<file path="src/rtl/conv_output_drain_if.sv">
// Bundle for the conv output drain: control, conv output memory read port and output stream.
interface conv_output_drain_if #(
  parameter int unsigned DATA_SIZE = 64
);
  logic                 start;
  logic                 abort;
  logic                 layer_done;
  logic [15:0]          read_outmem_index2;
  logic [15:0]          read_outmem_index1;
  logic [15:0]          read_outmem_index0;
  logic [DATA_SIZE-1:0] outmem_out_data;
  logic                 m_valid;
  logic                 m_ready;
  logic [DATA_SIZE-1:0] m_data;
  logic                 m_last;
  logic                 busy;
  logic                 done;

  modport master (
    input  start, abort, layer_done, outmem_out_data, m_ready,
    output read_outmem_index2, read_outmem_index1, read_outmem_index0,
           m_valid, m_data, m_last, busy, done
  );

  modport slave (
    output start, abort, layer_done, outmem_out_data, m_ready,
    input  read_outmem_index2, read_outmem_index1, read_outmem_index0,
           m_valid, m_data, m_last, busy, done
  );
endinterface

</file>
<file path="src/rtl/conv_output_drain.sv">
// Walks the conv output memory (x fastest, then y, then entry) and streams each word
// out on a valid/ready port, with optional ReLU on the captured word.
module conv_output_drain #(
  parameter string       NAME         = "CONV_OUTPUT_DRAIN_DEFAULT_NAME",
  parameter int unsigned NUM_OUTPUTS  = 1,
  parameter int unsigned OUTPUT_DIM   = 3,
  parameter int unsigned DATA_SIZE    = 64,
  parameter int unsigned READ_LATENCY = 1,
  parameter int unsigned APPLY_RELU   = 0
) (
  input  logic                  clk,
  input  logic                  rst_n,
  conv_output_drain_if.master   bus
);

  localparam int unsigned IDX_W = 16;
  localparam int unsigned LAT_W = 3;
  localparam logic [IDX_W-1:0] XY_MAX  = IDX_W'(OUTPUT_DIM - 1);
  localparam logic [IDX_W-1:0] ENT_MAX = IDX_W'(NUM_OUTPUTS - 1);
  localparam logic [LAT_W-1:0] LAT_LOAD = LAT_W'(READ_LATENCY);

  if (READ_LATENCY > 4 || NUM_OUTPUTS == 0 || OUTPUT_DIM == 0) begin : g_param_check
    $error("%s: illegal parameter set", NAME);
  end

  typedef enum logic [2:0] {
    S_IDLE,
    S_WAIT_LAYER,
    S_WAIT_DATA,
    S_PRESENT,
    S_DONE
  } state_t;

  state_t               r_state, w_state_nxt;
  logic [IDX_W-1:0]     r_idx2, r_idx1, r_idx0;
  logic [IDX_W-1:0]     w_idx2_nxt, w_idx1_nxt, w_idx0_nxt;
  logic [LAT_W-1:0]     r_lat, w_lat_nxt;
  logic [DATA_SIZE-1:0] r_data, w_data_nxt;
  logic                 r_valid, w_valid_nxt;
  logic                 r_last, w_last_nxt;
  logic                 r_busy, w_busy_nxt;
  logic                 r_done, w_done_nxt;
  logic                 w_at_end;
  logic                 w_hs;
  logic [DATA_SIZE-1:0] w_capt;

  assign w_at_end = (r_idx2 == ENT_MAX) && (r_idx1 == XY_MAX) && (r_idx0 == XY_MAX);
  assign w_hs     = r_valid && bus.m_ready;

  // Negative values and -0.0 both carry the sign bit and collapse to +0.0
  assign w_capt = ((APPLY_RELU != 0) && bus.outmem_out_data[DATA_SIZE-1]) ?
                  '0 : bus.outmem_out_data;

  // Next-state and next-register values
  always_comb begin
    w_state_nxt = r_state;
    w_idx2_nxt  = r_idx2;
    w_idx1_nxt  = r_idx1;
    w_idx0_nxt  = r_idx0;
    w_lat_nxt   = r_lat;
    w_data_nxt  = r_data;
    w_valid_nxt = r_valid;
    w_last_nxt  = r_last;

    if (bus.abort) begin
      w_state_nxt = S_IDLE;
      w_idx2_nxt  = '0;
      w_idx1_nxt  = '0;
      w_idx0_nxt  = '0;
      w_lat_nxt   = '0;
      w_valid_nxt = 1'b0;
      w_last_nxt  = 1'b0;
    end else begin
      case (r_state)
        S_IDLE: begin
          if (bus.start) begin
            w_state_nxt = S_WAIT_LAYER;
            w_idx2_nxt  = '0;
            w_idx1_nxt  = '0;
            w_idx0_nxt  = '0;
          end
        end
        S_WAIT_LAYER: begin
          if (bus.layer_done) begin
            w_state_nxt = S_WAIT_DATA;
            w_lat_nxt   = LAT_LOAD;
          end
        end
        S_WAIT_DATA: begin
          if (r_lat == '0) begin
            w_state_nxt = S_PRESENT;
            w_data_nxt  = w_capt;
            w_valid_nxt = 1'b1;
            w_last_nxt  = w_at_end;
          end else begin
            w_lat_nxt = r_lat - LAT_W'(1);
          end
        end
        S_PRESENT: begin
          if (w_hs) begin
            w_valid_nxt = 1'b0;
            w_last_nxt  = 1'b0;
            if (r_last) begin
              w_state_nxt = S_DONE;
            end else begin
              w_state_nxt = S_WAIT_DATA;
              w_lat_nxt   = LAT_LOAD;
              if (r_idx0 == XY_MAX) begin
                w_idx0_nxt = '0;
                if (r_idx1 == XY_MAX) begin
                  w_idx1_nxt = '0;
                  w_idx2_nxt = r_idx2 + IDX_W'(1);
                end else begin
                  w_idx1_nxt = r_idx1 + IDX_W'(1);
                end
              end else begin
                w_idx0_nxt = r_idx0 + IDX_W'(1);
              end
            end
          end
        end
        S_DONE: begin
          w_state_nxt = S_IDLE;
        end
        default: begin
          w_state_nxt = S_IDLE;
          w_valid_nxt = 1'b0;
          w_last_nxt  = 1'b0;
        end
      endcase
    end

    w_busy_nxt = (w_state_nxt != S_IDLE);
    w_done_nxt = (w_state_nxt == S_DONE);
  end

  always_ff @(posedge clk or negedge rst_n) begin
    if (!rst_n) begin
      r_state <= S_IDLE;
      r_idx2  <= '0;
      r_idx1  <= '0;
      r_idx0  <= '0;
      r_lat   <= '0;
      r_data  <= '0;
      r_valid <= 1'b0;
      r_last  <= 1'b0;
      r_busy  <= 1'b0;
      r_done  <= 1'b0;
    end else begin
      r_state <= w_state_nxt;
      r_idx2  <= w_idx2_nxt;
      r_idx1  <= w_idx1_nxt;
      r_idx0  <= w_idx0_nxt;
      r_lat   <= w_lat_nxt;
      r_data  <= w_data_nxt;
      r_valid <= w_valid_nxt;
      r_last  <= w_last_nxt;
      r_busy  <= w_busy_nxt;
      r_done  <= w_done_nxt;
    end
  end

  assign bus.read_outmem_index2 = r_idx2;
  assign bus.read_outmem_index1 = r_idx1;
  assign bus.read_outmem_index0 = r_idx0;
  assign bus.m_valid            = r_valid;
  assign bus.m_data             = r_data;
  assign bus.m_last             = r_last;
  assign bus.busy               = r_busy;
  assign bus.done               = r_done;

endmodule
</file>
<file path="src/flat_wrapper.sv">
// flat-port wrapper written by rule: the top's interface ports become plain ports
module conv_output_drain_flat 
#(
  parameter string       NAME         = "                              ",
  parameter int unsigned NUM_OUTPUTS  = 1,
  parameter int unsigned OUTPUT_DIM   = 3,
  parameter int unsigned DATA_SIZE    = 64,
  parameter int unsigned READ_LATENCY = 1,
  parameter int unsigned APPLY_RELU   = 0
)
  (clk, rst_n, bus_start, bus_abort, bus_layer_done, bus_outmem_out_data, bus_m_ready, bus_read_outmem_index2, bus_read_outmem_index1, bus_read_outmem_index0, bus_m_valid, bus_m_data, bus_m_last, bus_busy, bus_done);
  conv_output_drain_if #(.DATA_SIZE(DATA_SIZE)) bus_i ();
  input  logic clk;
  input  logic rst_n;
  input wire logic [$bits(bus_i.start)-1:0] bus_start;
  input wire logic [$bits(bus_i.abort)-1:0] bus_abort;
  input wire logic [$bits(bus_i.layer_done)-1:0] bus_layer_done;
  input wire logic [$bits(bus_i.outmem_out_data)-1:0] bus_outmem_out_data;
  input wire logic [$bits(bus_i.m_ready)-1:0] bus_m_ready;
  output wire logic [$bits(bus_i.read_outmem_index2)-1:0] bus_read_outmem_index2;
  output wire logic [$bits(bus_i.read_outmem_index1)-1:0] bus_read_outmem_index1;
  output wire logic [$bits(bus_i.read_outmem_index0)-1:0] bus_read_outmem_index0;
  output wire logic [$bits(bus_i.m_valid)-1:0] bus_m_valid;
  output wire logic [$bits(bus_i.m_data)-1:0] bus_m_data;
  output wire logic [$bits(bus_i.m_last)-1:0] bus_m_last;
  output wire logic [$bits(bus_i.busy)-1:0] bus_busy;
  output wire logic [$bits(bus_i.done)-1:0] bus_done;
  assign bus_i.start = bus_start;
  assign bus_i.abort = bus_abort;
  assign bus_i.layer_done = bus_layer_done;
  assign bus_i.outmem_out_data = bus_outmem_out_data;
  assign bus_i.m_ready = bus_m_ready;
  assign bus_read_outmem_index2 = bus_i.read_outmem_index2;
  assign bus_read_outmem_index1 = bus_i.read_outmem_index1;
  assign bus_read_outmem_index0 = bus_i.read_outmem_index0;
  assign bus_m_valid = bus_i.m_valid;
  assign bus_m_data = bus_i.m_data;
  assign bus_m_last = bus_i.m_last;
  assign bus_busy = bus_i.busy;
  assign bus_done = bus_i.done;
  conv_output_drain #(.NAME(NAME), .NUM_OUTPUTS(NUM_OUTPUTS), .OUTPUT_DIM(OUTPUT_DIM), .DATA_SIZE(DATA_SIZE), .READ_LATENCY(READ_LATENCY), .APPLY_RELU(APPLY_RELU)) u_core (.clk(clk), .rst_n(rst_n), .bus(bus_i));
endmodule
</file>
<file path="config.mk">
export PLATFORM = sky130hd
export DESIGN_NAME = conv_output_drain_flat
export DESIGN_NICKNAME = d
export VERILOG_FILES = /design/src/rtl/conv_output_drain_if.sv /design/src/rtl/conv_output_drain.sv /design/src/flat_wrapper.sv
export SDC_FILE = /design/constraint.sdc
export NUM_CORES = 1
export LEC_CHECK = 0
export ABC_AREA = 1
export BUFFER_PORTS_ARGS = -buffer_cell sky130_fd_sc_hd__buf_4
export CAP_MARGIN = 20
export CORE_MARGIN = 3
export CORE_UTILIZATION = 56
export DETAILED_ROUTE_END_ITERATION = 16
export MAX_ROUTING_LAYER = met4
export PLACE_DENSITY = 0.85
export SYNTH_ARGS = -nofsm -noshare
export SYNTH_HDL_FRONTEND = slang
export SYNTH_SLANG_ARGS = --single-unit
export TNS_END_PERCENT = 30
</file>
<file path="constraint.sdc">
create_clock -name clk -period 3.4 [get_ports clk]
set_input_delay 0.51 -clock clk [delete_from_list [all_inputs] [get_ports clk]]
set_output_delay 0.51 -clock clk [all_outputs]
set_load 0.02 [all_outputs]
</file>
==> results of run 1 <==
-- final timing paths --
check	from	endpoint	cells past startpoint
worst max-delay path	u_core.r_state[2]	u_core.bus.m_data[29]	10
worst min-delay path	rst_n	u_core.bus.read_outmem_index2[7]	1
worst max register to register	u_core.r_state[2]	u_core.bus.m_data[29]	10
worst min register to register	u_core.bus.m_data[40]	u_core.bus.m_data[40]	2
max in group asynchronous	rst_n	u_core.bus.read_outmem_index1[1]	2
min in group clk	bus_outmem_out_data[55]	u_core.bus.m_data[55]	3
-- layer usage --
metal,vias up,GRT usage (%),wire length (um)
met4,0,10.2,311
li1,3108,-,-
met2,284,48.5,9140
met3,33,6.90,1380
met1,2986,38.5,7370
met5,-,-,0
-- synth_stat cells (4+ instances only) --
| library cell | number |
|---|---|
| dfrtp_1 | 122 |
| o21ai_1 | 5 |
| buf_4 | 7 |
| nor3_1 | 15 |
| ha_1 | 8 |
| nand4_1 | 21 |
| nand2_1 | 396 |
| inv_1 | 74 |
| a21oi_1 | 4 |
| clkbuf_1 | 5 |
| o21ai_0 | 23 |
| nand3_1 | 63 |
| buf_2 | 13 |
| nor2_1 | 93 |
-- worst reg2reg max path, stage by stage, from the launching register on --
cell and delay, ns:
dfrtp_1 0.40, inv_1 0.11, nand2_1 0.09, nor2_1 0.20, inv_2 0.09, nor2_1 0.18
nand2_2 0.08, inv_2 0.54, buf_4 0.33, nand2_1 0.09, nand2_1 0.06
-- per-stage QoR --
| step | setup slack, ns | area, um^2 | utilization, % | hold slack, ns |
|---|---|---|---|---|
| floorplan | 1.71 | 6350 | - | 0.214 |
| global placement | 0.985 | 7790 | 70.9 | 0.463 |
| detailed placement | 0.921 | 7790 | 70.9 | 0.466 |
| CTS | 1.16 | 8410 | 76.5 | 0.206 |
| global route | 0.952 | 8410 | 76.5 | 0.242 |
| finish | 1.15 | 8410 | 76.5 | 0.187 |
-- layout make-up --
class | instances | area (um^2)
Inverter | 77 | 292
Sequential cell | 122 | 3050
Tap cell | 140 | 175
Timing Repair Buffer | 191 | 1430
Multi-Input combinational cell | 650 | 2830
Clock inverter | 13 | 165
Clock buffer | 19 | 453
Fill cell | 805 | 2580
-- power groups by stage --
| stage | clock network (mW) | registers [mW] | logic, mW |
|---|---|---|---|
| 2_1_floorplan | 0 | 2.57 | 0.598 |
| 3_3_place_gp | 0 | 2.11 | 1.90 |
| 3_5_place_dp | 0 | 2.10 | 1.96 |
| 4_1_cts | 1.89 | 2.11 | 1.97 |
| 5_1_grt | 1.96 | 2.16 | 2.10 |
| 6_report | 1.88 | 2.11 | 1.95 |
-- registers in the layout (all words and copies together) (netlist names) --
signal,cells
u_core.bus.busy,1
u_core.bus.done,1
u_core.bus.m_data,64
u_core.bus.m_last,1
u_core.bus.m_valid,1
u_core.bus.read_outmem_index0,16
u_core.bus.read_outmem_index1,16
u_core.bus.read_outmem_index2,16
u_core.r_lat,3
u_core.r_state,3
-- kinds of logic (layout without fill, tap and decap cells) --
kind of cell	after synthesis	after routing	synth area share, %
AO/OA/AOI/OAI	39	39	3.49
XOR/XNOR	3	3	0.414
adder cells (fa/ha/maj)	8	8	1.58
buffers and inverters	106	300	7.35
flip-flops	122	122	48.1
AND/OR/NAND/NOR	600	600	39.1
==> results.sh, run 1 <==
export IMPL_place_detailed_hpwl_um=12500
export IMPL_syn_avg_cell_area_um2=7.23
export IMPL_tns_ns=0
export IMPL_cp_common_cell="nand2_1"
export IMPL_fin_crit_ns=2.25
export IMPL_grt_use_total_pct=30.4
export IMPL_ys_flop_type="dfrtp_1"
export IMPL_syn_to_final_growth_pct=32.3
export IMPL_antennaDiodeCount=0
export IMPL_syn_cell_area_um2=6350
export IMPL_yosysWarnings=0
export IMPL_finalCritPeriodShare_pct=66.1
export IMPL_ctsResizeCount=0
export IMPL_wl_per_cell_um=15.0
export IMPL_finalHoldViolCount=0
export IMPL_power_switching_share_pct=35.7
export IMPL_clk_pin_slew_ns=0.06
export IMPL_post_cts_buffers=0
export IMPL_portBuffers=185
export IMPL_stdcell_count=1212
export IMPL_intPower_mw=3.82
export IMPL_cp_required_ns=3.75
export IMPL_power_mw=5.94
export IMPL_critPathLaunchType="flop"
export IMPL_drc=0
export IMPL_hold_path_class="primary input to async pin"
export IMPL_tritoncts="yes"
export IMPL_dieArea_um2=12700
export IMPL_rows=38
export IMPL_critPathBufInv=4
export IMPL_end_kind="flop"
export IMPL_cts_hold_buf=0
export IMPL_postRouteAntennaNets=0
export IMPL_max_slew_worst_pin_slew_ns=0.794
export IMPL_ys_types=32
export IMPL_peakVddDrop_uv=622
export IMPL_pwr_share_clk_pct=31.6
export IMPL_finClkSkew_ns=0.00763
export IMPL_grt_pass1_wl_um=30400
export IMPL_pwr_share_comb_pct=32.8
export IMPL_drive_above_1_share_pct=22.0
export IMPL_crit_slowest_cell="inv_2"
export IMPL_layout_common_cells="395 x nand2_1, 191 x buf_4, 122 x dfrtp_1"
export IMPL_cap_violations=0
export IMPL_cts_sinks=122
export IMPL_finalSetupViolCount=0
export IMPL_p_seq_share_pct=35.5
export IMPL_worstPathCellList="inv_1 > nand2_1 > nor2_1 > inv_2 > nor2_1 > nand2_2 > inv_2 > buf_4 > nand2_1 > nand2_1"
export IMPL_place_congestion=0.935
export IMPL_synth_top_cell_area_share_pct=48.1
export IMPL_fmax_mhz=445
export IMPL_synth_nets=956
export IMPL_synthArstFlopShare_pct=100
export IMPL_yosysSeqAreaShare_pct=48.1
export IMPL_critPathMaxStageDelay_ns=0.54
export IMPL_clock_latency_ns=0.42
export IMPL_drtPass1Iterations=5
export IMPL_dp_cells=1180
export IMPL_numCtsBuffers=17
export IMPL_vias_per_cell=5.29
export IMPL_yosys_area_top_type="dfrtp_1"
export IMPL_die_x_um=112
export IMPL_critPathTopFamily="buffers and inverters"
export IMPL_wl_um=18200
export IMPL_grt_max_degree=67
export IMPL_synth_edff_count=0
export IMPL_mostFrequentLayoutCell="nand2_1"
export IMPL_pwr_density_cell_nw_per_um2=707
export IMPL_start_util_pct=57.8
export IMPL_status="finished, final reports clean"
export IMPL_r2r_slack_ns=1.15
export IMPL_drt_iter0_drc=537
export IMPL_ios=186
export IMPL_maxSlewViolCount=0
export IMPL_rsz0062_at_grt="no"
export IMPL_maxSlewHeadroom_pct=47.1
export IMPL_ys_top_cells_by_area="dfrtp_1 48%, nand2_1 23%, nor2_1 5.5%"
export IMPL_cp_arrival_ns=2.60
export IMPL_vias=6411
export IMPL_leakage_nw=4.51
export IMPL_die_y_um=112
export IMPL_crit_type="flop to flop"
export IMPL_clockBufferDepth=2
export IMPL_synthCells=878
export IMPL_antenna_found_initial=0
export IMPL_final_nets=1137
export IMPL_clock_root_buffer="clkbuf_16"
export IMPL_grt_remaining_overflow=0
export IMPL_synth_seq_cells=122
export IMPL_cts_htree_levels=4
export IMPL_crit_fanout=42
export IMPL_switchingPower_mw=2.12
export IMPL_core_area_um2=11000
export IMPL_grt_pass1_vias=6267
Power figures use the tool's default switching activity.
==> run 2: changes to the inputs <==
Settings changed: ABC_AREA 1 to 0, CORE_UTILIZATION 56 to 51, PLACE_DENSITY 0.85 to 0.8.
Clock period 3.4 ns to 2.3 ns, I/O delays scaled along.
==> results.sh, run 2 <==
export IMPL_ys_types=58
export IMPL_wl_per_cell_um=19.1
export IMPL_place_detailed_hpwl_um=12300
export IMPL_yosysWarnings=0
export IMPL_syn_avg_cell_area_um2=11.6
export IMPL_power_switching_share_pct=30.2
export IMPL_clock_root_buffer="clkbuf_16"
export IMPL_yosysMostFrequentCell="dfrtp_1"
export IMPL_synthArstFlopShare_pct=100
export IMPL_start_util_pct=53.3
export IMPL_hold_path_class="primary input to flop"
export IMPL_synth_top_family_by_area="simple AND/OR/NAND/NOR gates"
export IMPL_peakVddDrop_uv=814
export IMPL_grt_pass1_wl_um=27500
export IMPL_grtUsageMet1_pct=33.1
export IMPL_intPower_mw=5.53
export IMPL_yosysSeqAreaShare_pct=51.9
export IMPL_synth_edff_count=0
export IMPL_critPathLaunchType="flop"
export IMPL_ios=186
export IMPL_cap_violations=0
export IMPL_finalCritPeriodShare_pct=93.9
export IMPL_synth_xor_area_share_pct=0.893
export IMPL_final_nets=812
export IMPL_synth_nets=585
export IMPL_antennaDiodeCount=0
export IMPL_fin_crit_ns=2.16
export IMPL_postRouteAntennaNets=0
export IMPL_synth_seq_cells=122
export IMPL_status="finished, final reports clean"
export IMPL_p_seq_share_pct=37.2
export IMPL_drtPass1Iterations=5
export IMPL_worstPathCellList="inv_1 > ha_1 > nor3b_2 > nand4_1 > buf_4 > a21oi_2 > buf_4 > nand2_1 > o31ai_1"
export IMPL_pwr_share_clk_pct=32.3
export IMPL_synth_top_cells_by_count="122 x dfrtp_1, 35 x mux2_2, 31 x o21ai_0"
export IMPL_finalWorstSetupSlack_ns=0.141
export IMPL_syn_cell_area_um2=5880
export IMPL_core_area_um2=11000
export IMPL_cp_arrival_ns=2.46
export IMPL_cts_sinks=122
export IMPL_cts_htree_levels=4
export IMPL_maxSlewViolCount=0
export IMPL_max_slew_worst_pin_slew_ns=0.514
export IMPL_critPathTopFamily="simple AND/OR/NAND/NOR gates"
export IMPL_clockBufferDepth=2
export IMPL_vias=5166
export IMPL_finalHoldViolCount=0
export IMPL_ys_top_cells_by_area="dfrtp_1 52%, mux2_4 7.4%, mux2_2 6.7%"
export IMPL_place_congestion=0.883
export IMPL_yosys_area_top_type="dfrtp_1"
export IMPL_synth_adder_area_share_pct=1.70
export IMPL_crit_type="flop to flop"
export IMPL_grt_remaining_overflow=0
export IMPL_numCtsBuffers=17
export IMPL_drt_iter0_drc=521
export IMPL_die_y_um=113
export IMPL_syn_to_final_growth_pct=41.8
export IMPL_dieArea_um2=12900
export IMPL_synth_top_cell_area_share_pct=51.9
export IMPL_grt_use_total_pct=27.9
export IMPL_finalSetupViolCount=0
export IMPL_wl_um=17000
export IMPL_grt_max_degree=46
export IMPL_finalHoldWorstSlack_ns=0.160
export IMPL_critPathBufInv=3
export IMPL_rows=38
export IMPL_crit_slowest_cell="dfrtp_1"
export IMPL_grt_pass1_vias=5246
export IMPL_post_cts_buffers=0
export IMPL_clk_pin_slew_ns=0.05
export IMPL_pwr_density_cell_nw_per_um2=949
export IMPL_busiest_layer="met2"
export IMPL_finClkSkew_ns=0.00734
export IMPL_ys_flop_type="dfrtp_1"
export IMPL_crit_fanout=8
export IMPL_layout_common_cells="231 x buf_4, 122 x dfrtp_1, 35 x mux2_2"
export IMPL_vias_per_cell=5.82
export IMPL_end_kind="flop"
export IMPL_largest_register_ffs=64
export IMPL_portBuffers=185
export IMPL_globalRouteMet3Util_pct=7.64
export IMPL_drive_above_1_share_pct=46.5
export IMPL_leakage_nw=4.06
export IMPL_cp_required_ns=2.60
export IMPL_muxShareOfSynthArea_pct=14.5
export IMPL_antenna_found_initial=0
export IMPL_drc=0
export IMPL_synth_compound_area_share_pct=11.5
export IMPL_synthCells=507
export IMPL_dpl_worst_slack_ns=0.117
export IMPL_tns_ns=0
export IMPL_tritoncts="yes"
export IMPL_die_x_um=113
export IMPL_synth_simple_gate_area_share_pct=16.1
export IMPL_switchingPower_mw=2.39
export IMPL_maxSlewHeadroom_pct=64.8
export IMPL_critPathMaxStageDelay_ns=0.38
export IMPL_fmax_mhz=463
export IMPL_mostFrequentLayoutCell="buf_4"
export IMPL_clock_latency_ns=0.41
export IMPL_grt_util_met2_pct=46.7
export IMPL_pwr_share_comb_pct=30.5
export IMPL_cp_common_cell="buf_4"
export IMPL_rsz0062_at_grt="no"
run 2: power groups by stage:
stage / combinational, mW / clock [mW] / sequential [mW]
finish: 2.42 / 2.55 / 2.95
global route: 2.55 / 2.70 / 3.01
CTS: 2.44 / 2.60 / 2.95
detailed placement: 2.43 / 0 / 2.96
global placement: 2.37 / 0 / 2.93
floorplan: 0.678 / 0 / 3.54
run 2: metal layers:
layer | routed length [um] | share of wire, %
met5 | 0 | 0
met1 | 6690 | 39
met3 | 1290 | 7.6
met2 | 8730 | 51
met4 | 248 | 1.5
run 2: path summary, 6_finish.rpt:
check / start / to / slack (ns) / cells past startpoint
min reg2reg: u_core.r_lat[1] / u_core.r_lat[1] / 0.49 / 2
max reg2reg: u_core.bus.read_outmem_index0[0] / u_core.bus.read_outmem_index1[9] / 0.14 / 9
min in group asynchronous: rst_n / u_core.bus.read_outmem_index0[11] / 0.43 / 2
min: bus_outmem_out_data[11] / u_core.bus.m_data[11] / 0.16 / 2
max: u_core.bus.read_outmem_index0[0] / u_core.bus.read_outmem_index1[9] / 0.14 / 9
max in group asynchronous: rst_n / u_core.bus.read_outmem_index2[5] / 1.17 / 3
run 2: cells by family (layout without fill, tap and decap cells):
kind of cell,after synthesis,in the layout
compound gates,100,100
xor+xnor,6,6
fa+ha+maj,8,8
buf+inv,40,280
flops,122,122
mux,65,65
simple gates,166,166
run 2: timing repair:
| item | 4_1_cts | 5_1_grt |
|---|---|---|
| hold buffers | 1 | 0 |
| endpoints found under the setup margin | 0 | 17 |
| endpoints found under the hold margin | 31 | 0 |
| gates resized for setup | 0 | 7 |
run 2: layout make-up:
cell class	count	area (um^2)
flip-flops and latches	122	3050
fillers	758	2690
multi-input cells	345	2680
repair buffers	236	1820
clock buffers	25	475
well taps	140	175
clock inverters	7	91.3
inverters	12	45.0
run 2: metrics by stage:
| stage | instance area [um^2] | power [mW] | util [%] | instances |
|---|---|---|---|---|
| after floorplan | 5880 | 4.22 | - | 507 |
| after global placement | 7720 | 5.30 | 70.0 | 854 |
| after detailed placement | 7720 | 5.39 | 70.0 | 854 |
| after CTS | 8300 | 7.98 | 75.2 | 887 |
| after global routing | 8340 | 8.25 | 75.6 | 887 |
| final | 8340 | 7.92 | 75.6 | 887 |
run 2: worst reg2reg max path: cells and delay by family (launching register included):
family,cells,cell delay (ns)
adders and majority gates,1,0.14
DFF,1,0.38
and+or+nand+nor,3,0.59
AOI/OAI and AO/OA,2,0.49
buffers and inverters,3,0.46
